[src/rtl/lsu_completion_tracker_pkg.sv]
// Shared widths and the logged-op record for the LSU completion tracker.
package lsu_completion_tracker_pkg;
  localparam int DATA_WIDTH  = 16;
  localparam int NUM_THREADS = 32;
  localparam int DEPTH       = 4;
  localparam int WARP_ID_W   = 2;
  localparam int REG_ADDR_W  = 4;
  localparam int PTR_W       = $clog2(DEPTH);
  localparam int CNT_W       = PTR_W + 1;
  localparam int LANES_W     = NUM_THREADS * DATA_WIDTH;

  typedef struct packed {
    logic [WARP_ID_W-1:0]   warp;
    logic [NUM_THREADS-1:0] mask;
    logic [REG_ADDR_W-1:0]  target_reg;
    logic                   is_load;
  } entry_t;

  localparam int ENTRY_W = $bits(entry_t);
endpackage

[src/rtl/lsu_completion_tracker_if.sv]
// Issue, memory-response and completion signals between scheduler/LSU and the tracker.
interface lsu_completion_tracker_if;
  import lsu_completion_tracker_pkg::*;

  logic                   issue_valid;
  logic                   issue_ready;
  logic [WARP_ID_W-1:0]   issue_warp;
  logic [NUM_THREADS-1:0] issue_mask;
  logic [REG_ADDR_W-1:0]  issue_target_reg;
  logic                   issue_is_load;

  logic                   mem_rsp_valid;
  logic                   mem_rsp_ready;
  logic [LANES_W-1:0]     mem_rsp_data;

  logic                   wb_en;
  logic [WARP_ID_W-1:0]   wb_warp;
  logic [REG_ADDR_W-1:0]  wb_reg;
  logic [NUM_THREADS-1:0] wb_mask;
  logic [LANES_W-1:0]     wb_data;
  logic                   done_bit;
  logic [WARP_ID_W-1:0]   warp_num_clear;
  logic [NUM_THREADS-1:0] threads_mask_clear;
  logic [CNT_W-1:0]       outstanding;

  modport master (
    output issue_valid, issue_warp, issue_mask, issue_target_reg, issue_is_load,
    output mem_rsp_valid, mem_rsp_data,
    input  issue_ready, mem_rsp_ready,
    input  wb_en, wb_warp, wb_reg, wb_mask, wb_data,
    input  done_bit, warp_num_clear, threads_mask_clear, outstanding
  );

  modport slave (
    input  issue_valid, issue_warp, issue_mask, issue_target_reg, issue_is_load,
    input  mem_rsp_valid, mem_rsp_data,
    output issue_ready, mem_rsp_ready,
    output wb_en, wb_warp, wb_reg, wb_mask, wb_data,
    output done_bit, warp_num_clear, threads_mask_clear, outstanding
  );
endinterface

[src/rtl/lsu_completion_tracker_completion_fifo.sv]
// In-order log of issued memory ops; the head entry is visible combinationally for the pop.
module completion_fifo
  import lsu_completion_tracker_pkg::*;
(
  input  logic             clk,
  input  logic             reset,
  input  logic             push,
  input  logic             pop,
  input  entry_t           din,
  output entry_t           head,
  output logic             full,
  output logic             empty,
  output logic [CNT_W-1:0] count
);
  logic [PTR_W-1:0] wr_ptr_reg;
  logic [PTR_W-1:0] rd_ptr_reg;
  logic [CNT_W-1:0] count_reg;
  logic             push_ok;
  logic             pop_ok;
  entry_t           mem [DEPTH];

  assign full    = (count_reg == CNT_W'(DEPTH));
  assign empty   = (count_reg == '0);
  assign count   = count_reg;
  assign head    = mem[rd_ptr_reg];
  assign push_ok = push && !full;
  assign pop_ok  = pop && !empty;

  // Pointers wrap naturally because DEPTH is a power of two.
  always_ff @(posedge clk) begin
    if (!reset) begin
      wr_ptr_reg <= '0;
      rd_ptr_reg <= '0;
      count_reg  <= '0;
    end else begin
      if (push_ok) wr_ptr_reg <= wr_ptr_reg + PTR_W'(1);
      if (pop_ok)  rd_ptr_reg <= rd_ptr_reg + PTR_W'(1);
      case ({push_ok, pop_ok})
        2'b10:   count_reg <= count_reg + CNT_W'(1);
        2'b01:   count_reg <= count_reg - CNT_W'(1);
        default: count_reg <= count_reg;
      endcase
    end
  end

  always_ff @(posedge clk) begin
    if (push_ok) mem[wr_ptr_reg] <= din;
  end
endmodule

[src/rtl/lsu_completion_tracker.sv]
// Logs issued memory ops in order and turns each in-order response into a registered
// register-file writeback (loads) and scoreboard clear one cycle later.
module lsu_completion_tracker
  import lsu_completion_tracker_pkg::*;
(
  input  logic                     clk,
  input  logic                     reset,
  lsu_completion_tracker_if.slave  bus
);
  entry_t           issue_entry;
  entry_t           head;
  logic             full;
  logic             empty;
  logic [CNT_W-1:0] count;
  logic             issue_fire;
  logic             rsp_fire;

  logic                   done_reg,       done_next;
  logic [WARP_ID_W-1:0]   clear_warp_reg, clear_warp_next;
  logic [NUM_THREADS-1:0] clear_mask_reg, clear_mask_next;
  logic                   wb_en_reg,      wb_en_next;
  logic [WARP_ID_W-1:0]   wb_warp_reg,    wb_warp_next;
  logic [REG_ADDR_W-1:0]  wb_dst_reg,     wb_dst_next;
  logic [NUM_THREADS-1:0] wb_mask_reg,    wb_mask_next;
  logic [LANES_W-1:0]     wb_data_reg,    wb_data_next;

  assign issue_entry = '{warp:       bus.issue_warp,
                         mask:       bus.issue_mask,
                         target_reg: bus.issue_target_reg,
                         is_load:    bus.issue_is_load};

  // Readies come from the registered occupancy only, so a pop never frees a slot same-cycle.
  assign issue_fire = bus.issue_valid && !full;
  assign rsp_fire   = bus.mem_rsp_valid && !empty;

  completion_fifo u_fifo (
    .clk   (clk),
    .reset (reset),
    .push  (issue_fire),
    .pop   (rsp_fire),
    .din   (issue_entry),
    .head  (head),
    .full  (full),
    .empty (empty),
    .count (count)
  );

  always_comb begin
    done_next       = rsp_fire;
    clear_warp_next = '0;
    clear_mask_next = '0;
    wb_en_next      = 1'b0;
    wb_warp_next    = '0;
    wb_dst_next     = '0;
    wb_mask_next    = '0;
    wb_data_next    = '0;
    if (rsp_fire) begin
      clear_warp_next = head.warp;
      clear_mask_next = head.mask;
      if (head.is_load) begin
        wb_en_next   = 1'b1;
        wb_warp_next = head.warp;
        wb_dst_next  = head.target_reg;
        wb_mask_next = head.mask;
        wb_data_next = bus.mem_rsp_data;
      end
    end
  end

  always_ff @(posedge clk) begin
    if (!reset) begin
      done_reg       <= 1'b0;
      clear_warp_reg <= '0;
      clear_mask_reg <= '0;
      wb_en_reg      <= 1'b0;
      wb_warp_reg    <= '0;
      wb_dst_reg     <= '0;
      wb_mask_reg    <= '0;
      wb_data_reg    <= '0;
    end else begin
      done_reg       <= done_next;
      clear_warp_reg <= clear_warp_next;
      clear_mask_reg <= clear_mask_next;
      wb_en_reg      <= wb_en_next;
      wb_warp_reg    <= wb_warp_next;
      wb_dst_reg     <= wb_dst_next;
      wb_mask_reg    <= wb_mask_next;
      wb_data_reg    <= wb_data_next;
    end
  end

  assign bus.issue_ready        = !full;
  assign bus.mem_rsp_ready      = !empty;
  assign bus.outstanding        = count;
  assign bus.done_bit           = done_reg;
  assign bus.warp_num_clear     = clear_warp_reg;
  assign bus.threads_mask_clear = clear_mask_reg;
  assign bus.wb_en              = wb_en_reg;
  assign bus.wb_warp            = wb_warp_reg;
  assign bus.wb_reg             = wb_dst_reg;
  assign bus.wb_mask            = wb_mask_reg;
  assign bus.wb_data            = wb_data_reg;
endmodule

[src/flat_wrapper.sv]
// flat-port wrapper written by rule: the top's interface ports become plain ports
module lsu_completion_tracker_flat import lsu_completion_tracker_pkg::*;
  (clk, reset, bus_issue_valid, bus_issue_warp, bus_issue_mask, bus_issue_target_reg, bus_issue_is_load, bus_mem_rsp_valid, bus_mem_rsp_data, bus_issue_ready, bus_mem_rsp_ready, bus_wb_en, bus_wb_warp, bus_wb_reg, bus_wb_mask, bus_wb_data, bus_done_bit, bus_warp_num_clear, bus_threads_mask_clear, bus_outstanding);
  lsu_completion_tracker_if bus_i ();
  input  logic clk;
  input  logic reset;
  input wire logic [$bits(bus_i.issue_valid)-1:0] bus_issue_valid;
  input wire logic [$bits(bus_i.issue_warp)-1:0] bus_issue_warp;
  input wire logic [$bits(bus_i.issue_mask)-1:0] bus_issue_mask;
  input wire logic [$bits(bus_i.issue_target_reg)-1:0] bus_issue_target_reg;
  input wire logic [$bits(bus_i.issue_is_load)-1:0] bus_issue_is_load;
  input wire logic [$bits(bus_i.mem_rsp_valid)-1:0] bus_mem_rsp_valid;
  input wire logic [$bits(bus_i.mem_rsp_data)-1:0] bus_mem_rsp_data;
  output wire logic [$bits(bus_i.issue_ready)-1:0] bus_issue_ready;
  output wire logic [$bits(bus_i.mem_rsp_ready)-1:0] bus_mem_rsp_ready;
  output wire logic [$bits(bus_i.wb_en)-1:0] bus_wb_en;
  output wire logic [$bits(bus_i.wb_warp)-1:0] bus_wb_warp;
  output wire logic [$bits(bus_i.wb_reg)-1:0] bus_wb_reg;
  output wire logic [$bits(bus_i.wb_mask)-1:0] bus_wb_mask;
  output wire logic [$bits(bus_i.wb_data)-1:0] bus_wb_data;
  output wire logic [$bits(bus_i.done_bit)-1:0] bus_done_bit;
  output wire logic [$bits(bus_i.warp_num_clear)-1:0] bus_warp_num_clear;
  output wire logic [$bits(bus_i.threads_mask_clear)-1:0] bus_threads_mask_clear;
  output wire logic [$bits(bus_i.outstanding)-1:0] bus_outstanding;
  assign bus_i.issue_valid = bus_issue_valid;
  assign bus_i.issue_warp = bus_issue_warp;
  assign bus_i.issue_mask = bus_issue_mask;
  assign bus_i.issue_target_reg = bus_issue_target_reg;
  assign bus_i.issue_is_load = bus_issue_is_load;
  assign bus_i.mem_rsp_valid = bus_mem_rsp_valid;
  assign bus_i.mem_rsp_data = bus_mem_rsp_data;
  assign bus_issue_ready = bus_i.issue_ready;
  assign bus_mem_rsp_ready = bus_i.mem_rsp_ready;
  assign bus_wb_en = bus_i.wb_en;
  assign bus_wb_warp = bus_i.wb_warp;
  assign bus_wb_reg = bus_i.wb_reg;
  assign bus_wb_mask = bus_i.wb_mask;
  assign bus_wb_data = bus_i.wb_data;
  assign bus_done_bit = bus_i.done_bit;
  assign bus_warp_num_clear = bus_i.warp_num_clear;
  assign bus_threads_mask_clear = bus_i.threads_mask_clear;
  assign bus_outstanding = bus_i.outstanding;
  lsu_completion_tracker u_core (.clk(clk), .reset(reset), .bus(bus_i));
endmodule
[config.mk]
export PLATFORM = sky130hd
export DESIGN_NAME = lsu_completion_tracker_flat
export DESIGN_NICKNAME = d
export VERILOG_FILES = /design/src/rtl/lsu_completion_tracker_pkg.sv /design/src/rtl/lsu_completion_tracker_if.sv /design/src/rtl/lsu_completion_tracker_completion_fifo.sv /design/src/rtl/lsu_completion_tracker.sv /design/src/flat_wrapper.sv
export SDC_FILE = /design/constraint.sdc
export NUM_CORES = 1
export LEC_CHECK = 0
export BUFFER_PORTS_ARGS = -buffer_cell sky130_fd_sc_hd__buf_4
export CAP_MARGIN = 10
export CORE_AREA = 2 2 441 443
export CTS_BUF_LIST = sky130_fd_sc_hd__clkbuf_16
export CTS_CLUSTER_SIZE = 10
export DETAILED_ROUTE_END_ITERATION = 10
export DIE_AREA = 0 0 443 445
export MAX_ROUTING_LAYER = met4
export PLACE_DENSITY_LB_ADDON = 0.12
export SETUP_SLACK_MARGIN = 0.15
export SYNTH_ARGS = -nofsm -noshare
export SYNTH_HDL_FRONTEND = slang
export SYNTH_SLANG_ARGS = --single-unit
export TNS_END_PERCENT = 20
[constraint.sdc]
create_clock -name clk -period 2.7 [get_ports clk]
set_input_delay 0.81 -clock clk [delete_from_list [all_inputs] [get_ports clk]]
set_output_delay 0.81 -clock clk [all_outputs]
set_load 0.02 [all_outputs]
==> impl_results.md <==
- Tcrit/Tclk final: 91.1%
- Final Hold Fails: 0
- Maximum clock frequency: 0.406 GHz
- Initial Utilization: 11.4%
- R2R Setup Slk: 0.63 ns
- Peak supply drop: 0.463 mV
- Root Buffer: clkbuf_16
- Placed cell area: 33800 um^2
- Arrival time at the worst endpoint: 1.65 ns
- Outcome: completed
- Num CTS Buffers: 98
- Height of the die: 445 um
- Lkg Pwr: 16.0 nW
- Gpl congestion: 0.866
- Commonest non-fill, non-tap cell in the layout: buf_4
- WL/cell: 21.1 um
- DRC violation count after routing: 0
- Area share of the largest cell type after synthesis: 54.6%
- Post-route cell area: 36700 um^2
- Top cells by area, synth: dfxtp_1 (55%), edfxtp_1 (21%), and2_1 (16%), mux4_2 (4.0%), buf_2 (1.0%)
- Initial antenna violation count: 14
- Worst Hold Class: in2reg
- Setup Total Neg Slack: 0 ns
- Clock sink count: 751
- CTS tree: done
- Maxcap violations: 0
- Worst setup margin: 0.239 ns
- RR Endpoint: u_core.u_fifo.count[2]
- Library cells used by synthesis: 27
- Gate count of the mapped netlist: 1492
- Seq cells post-synth: 751
- Slew Limit Fails: 0
- Worst-Skew Late Latency: 0.71 ns
- Rel. slew slack: 62.4%
- Dominant synthesized flop cell: dfxtp_1
- Sequential element share of the synthesized area: 76.1%
- Layout cells sized above 1: 49.0%
- Critical path endpoint category: primary output
- Die X: 443 um
- Fillers: 21164
- Number of iterations in the first detailed-routing pass: 6
- Final setup fails: 0
- Largest area contributor in the netlist: dfxtp_1
- Fin crit period: 2.46 ns
- Yosys warns: 0
- Max FFs per register: 512
- Hold path depth: 2
- Required @ worst endpoint: 1.89 ns
- Syn Nets: 2053
- Hold_ws: 0.300 ns
- DP HPWL: 89200 um
- Final nets: 3268
- Worst-case hold path end point: u_core.bus.wb_data[504]
- Htree depth: 3
- Largest net degree at the start of global routing: 79
- WS Path Type: reg2out
- Most frequent cells in the layout: buf_4 (1166), dfxtp_1 (590), and2_1 (550)
- Pwr per Cell Area: 837 nW/um^2
- HP Start: bus_mem_rsp_data[504]
- Port buffer count: 1145
- CP Max Fanout: 2
- Reg2reg path depth: 8
- RSZ-0062 raised after global routing: yes
- Clock skew: 0.0345 ns
- Global-route wire length before repair: 146000 um
- Worst Setup Start Kind: flop
- Die area: 197000 um^2
- Hold_buf cts: 0
- RR Startpoint: u_core.u_fifo.count[1]
- Synth Cell Area: 21800 um^2
- Area Overhead vs Synth: 68.4%
- Slew at the pin closest to its max-slew limit: 0.565 ns
- Via count: 15101
- GR Util All Layers: 11.2%
- Async set-or-reset flop fraction in the synthesized netlist: 0%
- Final Core Density: 19.1%
- Syn Area/Cell: 14.6 um^2
- DR iter-0 viols: 643
- Routed Antenna Nets: 0
- Pre-CTS WS: 0.307 ns
- Post-synth EDFFs: 156
- Vias in the first global route: 15765
- I/O pins: 1146
- Rows: 161
- Worst-case clock buffer depth: 3
- Reg clk slew, reported paths: 0.06 ns
- Vias/cell: 2.84
- Core box area: 192000 um^2
- DRT Wirelength: 112000 um
- Grt ovf: 0
[final cells by class]
type / instances / area, um^2 / share of cell area, %
Antenna cell: 10 / 25.0 / 0.0681
Clock buffer: 103 / 2580 / 7.02
Inverter: 7 / 26.3 / 0.0715
Timing Repair Buffer: 1189 / 9170 / 25.0
Tap cell: 2526 / 3160 / 8.60
Sequential cell: 751 / 16600 / 45.2
Multi-Input combinational cell: 660 / 4840 / 13.2
Clock inverter: 70 / 329 / 0.896
[metal layers]
metal  wire (um)  global-route usage (%)
met1       42600                    12.0
met2       58100                    19.3
met3        8910                    4.35
met4        2480                    3.19
met5           0                       -
[cell usage after synthesis, types with 2 or more instances]
cell,count
dfxtp_1,595
and2_1,550
edfxtp_1,156
buf_2,44
mux4_2,39
nor2b_1,35
clkbuf_1,21
inv_1,7
nor2_1,6
ha_1,5
a21oi_1,4
and3_1,4
buf_6,4
buf_1,3
xor2_1,3
a21o_1,2
buf_4,2
nand3_1,2
or3_1,2
[cell families (layout without fill, tap and decap cells)]
logic type	Yosys count	count (layout)	share of synthesized area, %
XOR/XNOR	4	4	0.161
adder cells (fa/ha/maj)	6	6	0.379
other	0	10	0
buffers and inverters	81	1369	1.82
flip-flops	751	751	76.1
multiplexers	39	39	4.03
AO/OA/AOI/OAI	10	10	0.384
AND/OR/NAND/NOR	601	601	17.2
[critical path, stage by stage (launching register included)]
cell and delay (ns):
dfxtp_2 0.32, or3b_4 0.40, buf_6 0.13, buf_6 0.12
[report_power, final]
group | total [mW] | internal [mW] | switching (mW)
clock network | 12.1 | 6.89 | 5.22
logic | 5.82 | 2.66 | 3.15
registers | 12.8 | 12.5 | 0.317
[stage by stage]
| step | total power [mW] | cells |
|---|---|---|
| 3_3_place_gp | 19.1 | 5132 |
| 3_5_place_dp | 19.1 | 5132 |
| 6_report | 30.7 | 5316 |
| 5_1_grt | 32.3 | 5313 |
| 4_1_cts | 31.6 | 5306 |
| 2_1_floorplan | 15.7 | 1492 |
[worst max-delay path by stage]
| stage | startpoint | end | slack, ns | depth (start not counted) |
|---|---|---|---|---|
| 2_1_floorplan | u_core.u_fifo.count[0] | u_core.u_fifo.mem[1][0] | 0.11 | 3 |
| 3_3_place_gp | bus_mem_rsp_valid | u_core.u_fifo.count[2] | 0.25 | 8 |
| 3_5_place_dp | bus_mem_rsp_valid | u_core.u_fifo.count[2] | 0.31 | 8 |
| 4_1_cts | u_core.u_fifo.count[1] | bus_issue_ready | 0.12 | 3 |
| 5_1_grt | u_core.u_fifo.count[1] | bus_issue_ready | 0.13 | 3 |
| 6_report | u_core.u_fifo.count[1] | bus_issue_ready | 0.24 | 3 |
[what timing repair did]
item	CTS	global route
gates resized for setup	8	1
pin swaps	1	0
endpoints found under the setup margin	2	2
buffers inserted	1	0
(Power assumes the default switching activity.)
